**config.mk**
```make
export PLATFORM = sky130hd
export DESIGN_NAME = mac_result_sink
export DESIGN_NICKNAME = d
export VERILOG_FILES = /design/src/rtl/mac_pkg.sv /design/src/rtl/sync_fifo.sv /design/src/rtl/mac_result_sink.sv
export SDC_FILE = /design/constraint.sdc
export NUM_CORES = 1
export LEC_CHECK = 0
export CAP_MARGIN = 10
export CORE_ASPECT_RATIO = 0.5
export CORE_MARGIN = 5
export CORE_UTILIZATION = 53
export CTS_CLUSTER_SIZE = 8
export DETAILED_ROUTE_END_ITERATION = 8
export PLACE_DENSITY_LB_ADDON = 0.12
export SLEW_MARGIN = 20
export SYNTH_ARGS = -nofsm -noshare
export SYNTH_HDL_FRONTEND = slang
export SYNTH_SLANG_ARGS = --single-unit
```
**constraint.sdc**
```tcl
create_clock -name clk -period 10.3 [get_ports clk]
set_input_delay 1.03 -clock clk [delete_from_list [all_inputs] [get_ports clk]]
set_output_delay 1.03 -clock clk [all_outputs]
set_load 0.01 [all_outputs]
```
**src/rtl/mac_pkg.sv**
```systemverilog
// Shared types and constants for the MAC result path: accumulator width,
// saturation rails and the {sat, f} entry stored in the result FIFO.
package mac_pkg;

  localparam int unsigned MAC_W = 28;

  localparam logic [MAC_W-1:0] SAT_MAX = 28'h7FFFFFF;
  localparam logic [MAC_W-1:0] SAT_MIN = 28'h8000000;

  typedef struct packed {
    logic                    sat;
    logic signed [MAC_W-1:0] f;
  } mac_result_t;

  localparam int unsigned RESULT_W = $bits(mac_result_t);

  // A result is considered saturated when it sits exactly on either rail.
  function automatic logic is_sat(input logic [MAC_W-1:0] value);
    return (value == SAT_MAX) || (value == SAT_MIN);
  endfunction

endpackage

```
**src/rtl/sync_fifo.sv**
```systemverilog
// Single-clock show-ahead FIFO with occupancy count; a write into a full
// FIFO is accepted only when a pop frees a slot in the same cycle.
module sync_fifo #(
  parameter int unsigned WIDTH = 29,
  parameter int unsigned DEPTH = 8,
  localparam int unsigned AW   = $clog2(DEPTH),
  localparam int unsigned LW   = AW + 1
) (
  input  logic             clk_i,
  input  logic             rst_ni,
  input  logic             clear_i,
  input  logic             wr_en_i,
  input  logic [WIDTH-1:0] wr_data_i,
  input  logic             rd_ready_i,
  output logic             wr_accept_o,
  output logic             rd_valid_o,
  output logic [WIDTH-1:0] rd_data_o,
  output logic [LW-1:0]    level_o
);

  logic [WIDTH-1:0] mem_q [DEPTH];
  logic [AW-1:0]    wr_ptr_q, wr_ptr_d;
  logic [AW-1:0]    rd_ptr_q, rd_ptr_d;
  logic [LW-1:0]    level_q, level_d;
  logic             full;
  logic             pop;

  assign full        = (level_q == LW'(DEPTH));
  assign rd_valid_o  = (level_q != '0);
  assign pop         = rd_valid_o && rd_ready_i && !clear_i;
  assign wr_accept_o = wr_en_i && !clear_i && (!full || pop);
  assign level_o     = level_q;

  // Storage is not reset; the head is masked so an empty FIFO reads zero.
  assign rd_data_o = rd_valid_o ? mem_q[rd_ptr_q] : '0;

  always_ff @(posedge clk_i) begin
    if (wr_accept_o) begin
      mem_q[wr_ptr_q] <= wr_data_i;
    end
  end

  always_comb begin
    wr_ptr_d = wr_ptr_q;
    rd_ptr_d = rd_ptr_q;
    level_d  = level_q;
    if (clear_i) begin
      wr_ptr_d = '0;
      rd_ptr_d = '0;
      level_d  = '0;
    end else begin
      if (wr_accept_o) begin
        wr_ptr_d = wr_ptr_q + AW'(1);
      end
      if (pop) begin
        rd_ptr_d = rd_ptr_q + AW'(1);
      end
      if (wr_accept_o && !pop) begin
        level_d = level_q + LW'(1);
      end else if (!wr_accept_o && pop) begin
        level_d = level_q - LW'(1);
      end
    end
  end

  always_ff @(posedge clk_i or negedge rst_ni) begin
    if (!rst_ni) begin
      wr_ptr_q <= '0;
      rd_ptr_q <= '0;
      level_q  <= '0;
    end else begin
      wr_ptr_q <= wr_ptr_d;
      rd_ptr_q <= rd_ptr_d;
      level_q  <= level_d;
    end
  end

endmodule

```
**src/rtl/mac_result_sink.sv**
```systemverilog
// Captures every valid MAC result into a FIFO, tags saturated results and
// keeps saturating result/saturation counters plus a sticky drop flag.
module mac_result_sink
  import mac_pkg::*;
#(
  parameter int unsigned DEPTH = 8,
  parameter int unsigned CNT_W = 16
) (
  input  logic                       clk,
  input  logic                       reset,
  input  logic                       valid_in,
  input  logic signed [MAC_W-1:0]    f,
  input  logic                       clear,
  input  logic                       out_ready,
  output logic                       out_valid,
  output logic signed [MAC_W-1:0]    out_data,
  output logic                       out_sat,
  output logic [$clog2(DEPTH):0]     level,
  output logic [CNT_W-1:0]           result_cnt,
  output logic [CNT_W-1:0]           sat_cnt,
  output logic                       overflow
);

  mac_result_t          wr_entry;
  mac_result_t          head;
  logic [RESULT_W-1:0]  head_bits;
  logic                 wr_accept;

  logic [CNT_W-1:0]     result_cnt_q, result_cnt_d;
  logic [CNT_W-1:0]     sat_cnt_q, sat_cnt_d;
  logic                 overflow_q, overflow_d;

  assign wr_entry.sat = is_sat(f);
  assign wr_entry.f   = f;

  sync_fifo #(
    .WIDTH (RESULT_W),
    .DEPTH (DEPTH)
  ) u_fifo (
    .clk_i       (clk),
    .rst_ni      (reset),
    .clear_i     (clear),
    .wr_en_i     (valid_in),
    .wr_data_i   (wr_entry),
    .rd_ready_i  (out_ready),
    .wr_accept_o (wr_accept),
    .rd_valid_o  (out_valid),
    .rd_data_o   (head_bits),
    .level_o     (level)
  );

  assign head     = mac_result_t'(head_bits);
  assign out_data = head.f;
  assign out_sat  = head.sat;

  // Clear wins over a same-cycle sample, which is then neither stored nor
  // counted as a drop.
  always_comb begin
    result_cnt_d = result_cnt_q;
    sat_cnt_d    = sat_cnt_q;
    overflow_d   = overflow_q;
    if (clear) begin
      result_cnt_d = '0;
      sat_cnt_d    = '0;
      overflow_d   = 1'b0;
    end else begin
      if (wr_accept && (result_cnt_q != '1)) begin
        result_cnt_d = result_cnt_q + CNT_W'(1);
      end
      if (wr_accept && wr_entry.sat && (sat_cnt_q != '1)) begin
        sat_cnt_d = sat_cnt_q + CNT_W'(1);
      end
      if (valid_in && !wr_accept) begin
        overflow_d = 1'b1;
      end
    end
  end

  always_ff @(posedge clk or negedge reset) begin
    if (!reset) begin
      result_cnt_q <= '0;
      sat_cnt_q    <= '0;
      overflow_q   <= 1'b0;
    end else begin
      result_cnt_q <= result_cnt_d;
      sat_cnt_q    <= sat_cnt_d;
      overflow_q   <= overflow_d;
    end
  end

  assign result_cnt = result_cnt_q;
  assign sat_cnt    = sat_cnt_q;
  assign overflow   = overflow_q;

endmodule
```
# After elaboration in Yosys (flattened, before gate mapping)
# Memories as Yosys holds them, arrays and structs flattened.
# Index checks and enable logic that the tools add are counted.
[word_totals]
output_inout_bits = 67
register_bits = 43
memories = 1
word_cells = 57
mem_bits_rw = 232
[memory_table]
columns = ["memory", "depth", "width", "read_ports", "rd_ports_with_merged_regs", "write_ports", "line", "source"]
rows = [
  ["u_fifo.mem_q", 8, 29, 1, 0, 1, "sync_fifo.sv:21", "logic [WIDTH-1:0] mem_q [DEPTH];"],
]
[classes]
n_reduce_logical = 23
n_mux = 16
addsub = 6
eq_ne = 5
[op_table]
columns = ["cell", "count"]
rows = [
  ["$mux 16", 4],
  ["$add 16x1->16 const B", 2],
  ["$ne 16x16->1 const B", 2],
  ["$mux 29", 1],
  ["$eq 28x27->1 const B", 1],
  ["$eq 28x28->1 const B", 1],
  ["$mux 3", 4],
  ["$mux 4", 3],
  ["$logic_and 1x1->1", 10],
  ["$reduce_bool 2->1", 5],
  ["$add 3x1->3 const B", 2],
  ["$add 4x1->4 const B", 1],
  ["$eq 4x4->1 const B", 1],
  ["$logic_not 1->1", 4],
  ["$mux 1", 4],
  ["$reduce_bool 4->1", 1],
  ["$sub 4x1->4 const B", 1],
  ["$reduce_bool 3->1", 1],
  ["$logic_or 1x1->1", 2],
]

# Longest topological paths before layout
[depth]
ltp_word = 10
ltp_mapped = 12
depth_no_buf = 11

# By module
# From an unflattened synthesis, not the netlist that was laid out.
[hier_totals]
hier_cells = 665
area_unflattened_um2 = 11547.3
[by_module_without_submodules]
columns = ["mod", "area_each_um2", "cells_per_inst", "seq_area_each_um2", "n_inst"]
rows = [
  ["sync_fifo", 9536.6, 453, 7216.9, 1],
  ["mac_result_sink", 2010.7, 212, 825.8, 1],
]

# Worst setup path after synthesis
# Ideal clock, no wire load.
[synth_path]
path_kind = "input -> register"
start = "in valid_in"
end = "mem u_fifo.mem_q[2][0], enable pin"
cell_stages = 5
setup_slack_ns = 4.895
arrival_time_ns = 4.907
path_cell_list = "clkbuf_1 > nor2b_1 > o21ai_2 > clkbuf_1 > nor4b_1"
[synth_between]
elab_chain_cells = 4
[synth_rtl]
columns = ["element", "line", "source"]
rows = [
  ["start, declared", "mac_result_sink.sv:11", "input logic valid_in,"],
  ["$logic_and 1x1->1 (2 in series)", "sync_fifo.sv:31", "assign wr_accept_o = wr_en_i && !clear_i && (!full || pop);"],
  ["$mux 1", "sync_fifo.sv:38", "if (wr_accept_o) begin"],
  ["$mux 1 (implied by the code)", "sync_fifo.sv:39", "mem_q[wr_ptr_q] <= wr_data_i;"],
  ["end, declared", "sync_fifo.sv:21", ""],
]
# No other way between the ends.

# Worst setup path after layout
[layout_path]
start = "reg u_fifo.rd_ptr_q[0]"
end = "out out_data[6]"
[layout_between]
elab_chain_cells = 2
[layout_rtl]
columns = ["element", "line", "source"]
rows = [
  ["start, declared", "sync_fifo.sv:23", "logic [AW-1:0] rd_ptr_q, rd_ptr_d;"],
  ["start signal, assigned", "sync_fifo.sv:73", "rd_ptr_q <= rd_ptr_d;"],
  ["$mem_v2 8x29", "-", ""],
  ["$mux 29", "sync_fifo.sv:35", "assign rd_data_o = rd_valid_o ? mem_q[rd_ptr_q] : '0;"],
  ["end, declared", "mac_result_sink.sv:16", "output logic signed [MAC_W-1:0] out_data,"],
]
# No other way between the ends.

==> metrics.md <==
| Metric | Value |
|---|---|
| Sum Neg Setup Slack | `0 ns` |
| Clk buf depth | `3` |
| Initial antenna violation count | `0` |
| Netlist cell types | `47` |
| Die Area | `approximately 0.025 sq mm` |
| Total power | `3.02 mW` |
| Critical path startpoint category | `register` |
| Synth Area in Compound Gates | `under 10%` |
| Synth area leaders | `edfxtp_1 (61%), mux4_2 (11%), dfrtp_1 (9.4%)` |
| First-pass GRT wire length | `37700 um` |
| Critical path, cell by cell | `buf_4, mux4_2, mux2i_1, nor2_1, clkdlybuf4s50_1` |
| Core Area | `0.0208 sq mm` |
| Largest net degree at the start of global routing | `just over 60` |
| Routability cong. | `about 0.73` |
| Max-slew violations | `0` |
| Residual DRC count | `0` |
| HP Class | `primary input to asynchronous set/reset pin` |
| Post-synthesis simple-gate area fraction | `under 10%` |
| Ports | `100` |
| CTS tree | `built` |
| Worst Path Max Fanout | `48` |
| Avg WL per Cell | `between 20 and 25 um` |
| CTS buffer count | `40` |
| Setup repair after global routing missed its margin | `false` |
| Chip Width | `around 220 um` |
| Actual slew at the worst max-slew pin | `about 1.1 ns` |
| Hold Violations, Final | `0` |
| Leak | `about 4.5 nW` |
| Ant. Diodes | `0` |
| Post-Syn Area | `between 0.01 and 0.015 sq mm` |
| Seq/Total Area, Yosys | `between 70% and 80%` |
| Layout cell share with drive strength beyond 1 | `between 10% and 20%` |
| Max Cap Viol | `0` |
| Run status | `finished clean` |
| Crit path DAT | `3.34 ns` |
| Crit. Startpoint | `u_fifo.rd_ptr_q[0]` |
| Post-Synth Adder-Cell Area | `less than 1%` |
| Crit path largest cell delay | `0.82 ns` |
| Setup Skew | `roughly 0.023 ns` |
| CP max stage cell | `buf_4` |
| Critical Path Sink Type | `primary output` |
| Post-CTS sizing | `0` |
| Initial core utilization | `54.7%` |
| Post-synth top area share | `approximately three fifths` |
| Family with the most delay on the worst path | `buffers and inverters` |
| Power Density | `around 220 mW/mm^2` |
| Worst-Skew Late Latency | `a little over 0.5 ns` |
| Syn-to-layout area delta | `21.2%` |
| Final period utilization | `about 42%` |
| Clock transition at path regs | `about 0.06 ns` |
| Final net count | `821` |
| ANT nets after route | `0` |
| Reg-to-reg startpoint | `u_fifo.level_o[0]` |
| CTS sink count | `275` |
| Mux contribution to synthesized area | `14.4%` |
| 1st-iter DRT viols | `just under 400` |
| Placed wire-length estimate | `about 13000 um` |
| Xor/xnor share of the synthesized area | `between 1 and 1.5%` |
| Fillers | `~1500` |
| End-of-flow core utilization | `66.3%` |
| All-layer global routing usage | `just under 20%` |
| Levels on crit path | `5` |
| Pre-Repair DR Iteration Count | `5` |
| Area of the multi-input gates | `between 0.003 and 0.004 sq mm` |
| Most frequent cells in the layout | `edfxtp_1 (232), clkdlybuf4s50_1 (98), mux4_2 (58)` |
| Std cell rows | `37` |
| Rel. slew slack | `28.1%` |
| Setup bufs post-CTS | `0` |
| Synth warnings | `0` |
| R2R depth | `12` |
| CTS Root Cell | `clkbuf_16` |
| Synthesized area per cell | `around 17 sq um` |
| Chip height | `~110 um` |
| Global route overflow | `0` |
| Cell count after synthesis | `between 600 and 700` |
| Vias per Instance | `between 5 and 6` |
| Syn_nets | `708` |
| Worst path bufs/invs | `2` |
| Critical path required time | `9.27 ns` |
| Synth Register Bits | `roughly 280` |
| Post-CTS Hold Fix Bufs | `0` |
| Cell taking the most area after synthesis | `edfxtp_1` |
| Critical path class | `register to primary output` |
| H-tree levels | `2` |
| Register area | `between 0.008 and 0.009 sq mm` |
| Commonest non-fill, non-tap cell in the layout | `edfxtp_1` |
| Port bufs | `99` |
| Tmin final | `approximately 4.4 ns` |
| Worst vdd ir | `0.000112 V` |
| Vias | `6393` |
| Vias in the first global route | `about 6700` |
| Max frequency | `around 230 MHz` |
| Final setup viols | `0` |
| Largest family of logic cells by synthesized area | `multiplexers` |
| Routed wire length | `23400 um` |
-- path summary, 6_finish.rpt --
| check | slack (ns) | end |
|---|---|---|
| min | 0.51 | overflow |
| max | 5.93 | out_data[6] |
| min reg2reg | 0.51 | overflow |
| max in group asynchronous | 9.33 | u_fifo.rd_ptr_q[2] |
| min in group clk | 0.51 | overflow |
| max reg2reg | 6.85 | u_fifo.level_o[3] |
-- synth_stat cells (all sizes together) --
cell type / number
edfxtp: 232
mux4: 58
nor2: 58
dfrtp: 43
mux2i: 31
clkbuf: 30
a21oi: 21
nand2: 17
nand3: 15
or4: 15
o31ai: 14
nand4: 13
nor4: 13
xnor2: 13
buf: 11
inv: 9
nor3: 9
o21ai: 8
ha: 6
or3: 6
and3: 5
and4: 5
xor2: 5
nand2b: 4
nor3b: 4
and2: 3
nor4b: 3
mux2: 2
nor2b: 2
a211oi: 1
a21boi: 1
a21o: 1
a311oi: 1
a31oi: 1
a41oi: 1
fa: 1
nand3b: 1
nand4b: 1
o2111ai: 1
o21bai: 1
o22a: 1
o41ai: 1
-- layer usage --
metal  part of all wire (%)  routed length [um]  vias to the layer above  global-route usage (%)
li1                       -                   -                     2897                       -
met1                     47               11000                     3308                    29.0
met2                     47               11000                      157                    31.0
met3                    5.0                1170                       31                    4.08
met4                    1.3                 298                        0                    4.08
met5                      0                   0                        -                       0
-- sequential cells by signal, indices dropped and copies added, names as in the netlist --
signal           cells
u_fifo.mem_q       232
sat_cnt             16
result_cnt          16
u_fifo.rd_ptr_q      3
u_fifo.level_o       4
u_fifo.wr_ptr_q      3
overflow             1
-- power breakdown --
part	internal, mW	switching, mW
clock network	0.716	0.432
registers	1.24	0.0326
logic	0.314	0.286
total	2.27	0.750
-- per-stage QoR --
step / hold slack (ns) / cells / worst slack [ns] / cell area [sq um]
6_report: 0.507 / 1069 / 5.93 / 13800
5_1_grt: 0.556 / 1069 / 5.67 / 13800
4_1_cts: 0.515 / 1069 / 5.83 / 13800
3_5_place_dp: 0.505 / 1012 / 6.34 / 12700
3_3_place_gp: 0.497 / 1012 / 6.35 / 12700
2_1_floorplan: 0.534 / 668 / 4.89 / 11400
-- cell type report --
| type | count | share of cell area (%) |
|---|---|---|
| inverter | 9 | 0.245 |
| tap | 273 | 2.47 |
| multi-input combinational | 343 | 23.1 |
| clock buffer | 54 | 7.79 |
| timing repair buffer | 112 | 7.87 |
| sequential | 275 | 58.3 |
| clock inverter | 3 | 0.181 |
-- worst reg2reg max path: stages (launching register included) --
cell and delay [ns]:
dfrtp_1 0.47, or3_1 0.49, nor2_2 0.14, buf_4 0.38
inv_1 0.22, nand2_1 0.18, nand2_1 0.12, ha_1 0.29
a21o_1 0.18, a21oi_1 0.33, mux2_2 0.38, nand2_1 0.06
a21oi_1 0.06
-- kinds of logic (layout without fill, tap and decap cells) --
kind of cell	count (synthesis)	count (layout)
flip-flops	275	275
AND/OR/NAND/NOR	174	174
multiplexers	91	91
AO/OA/AOI/OAI	53	53
buffers and inverters	50	178
XOR/XNOR	18	18
adder cells (fa/ha/maj)	7	7
No activity file was read; power rests on OpenSTA's default activity.
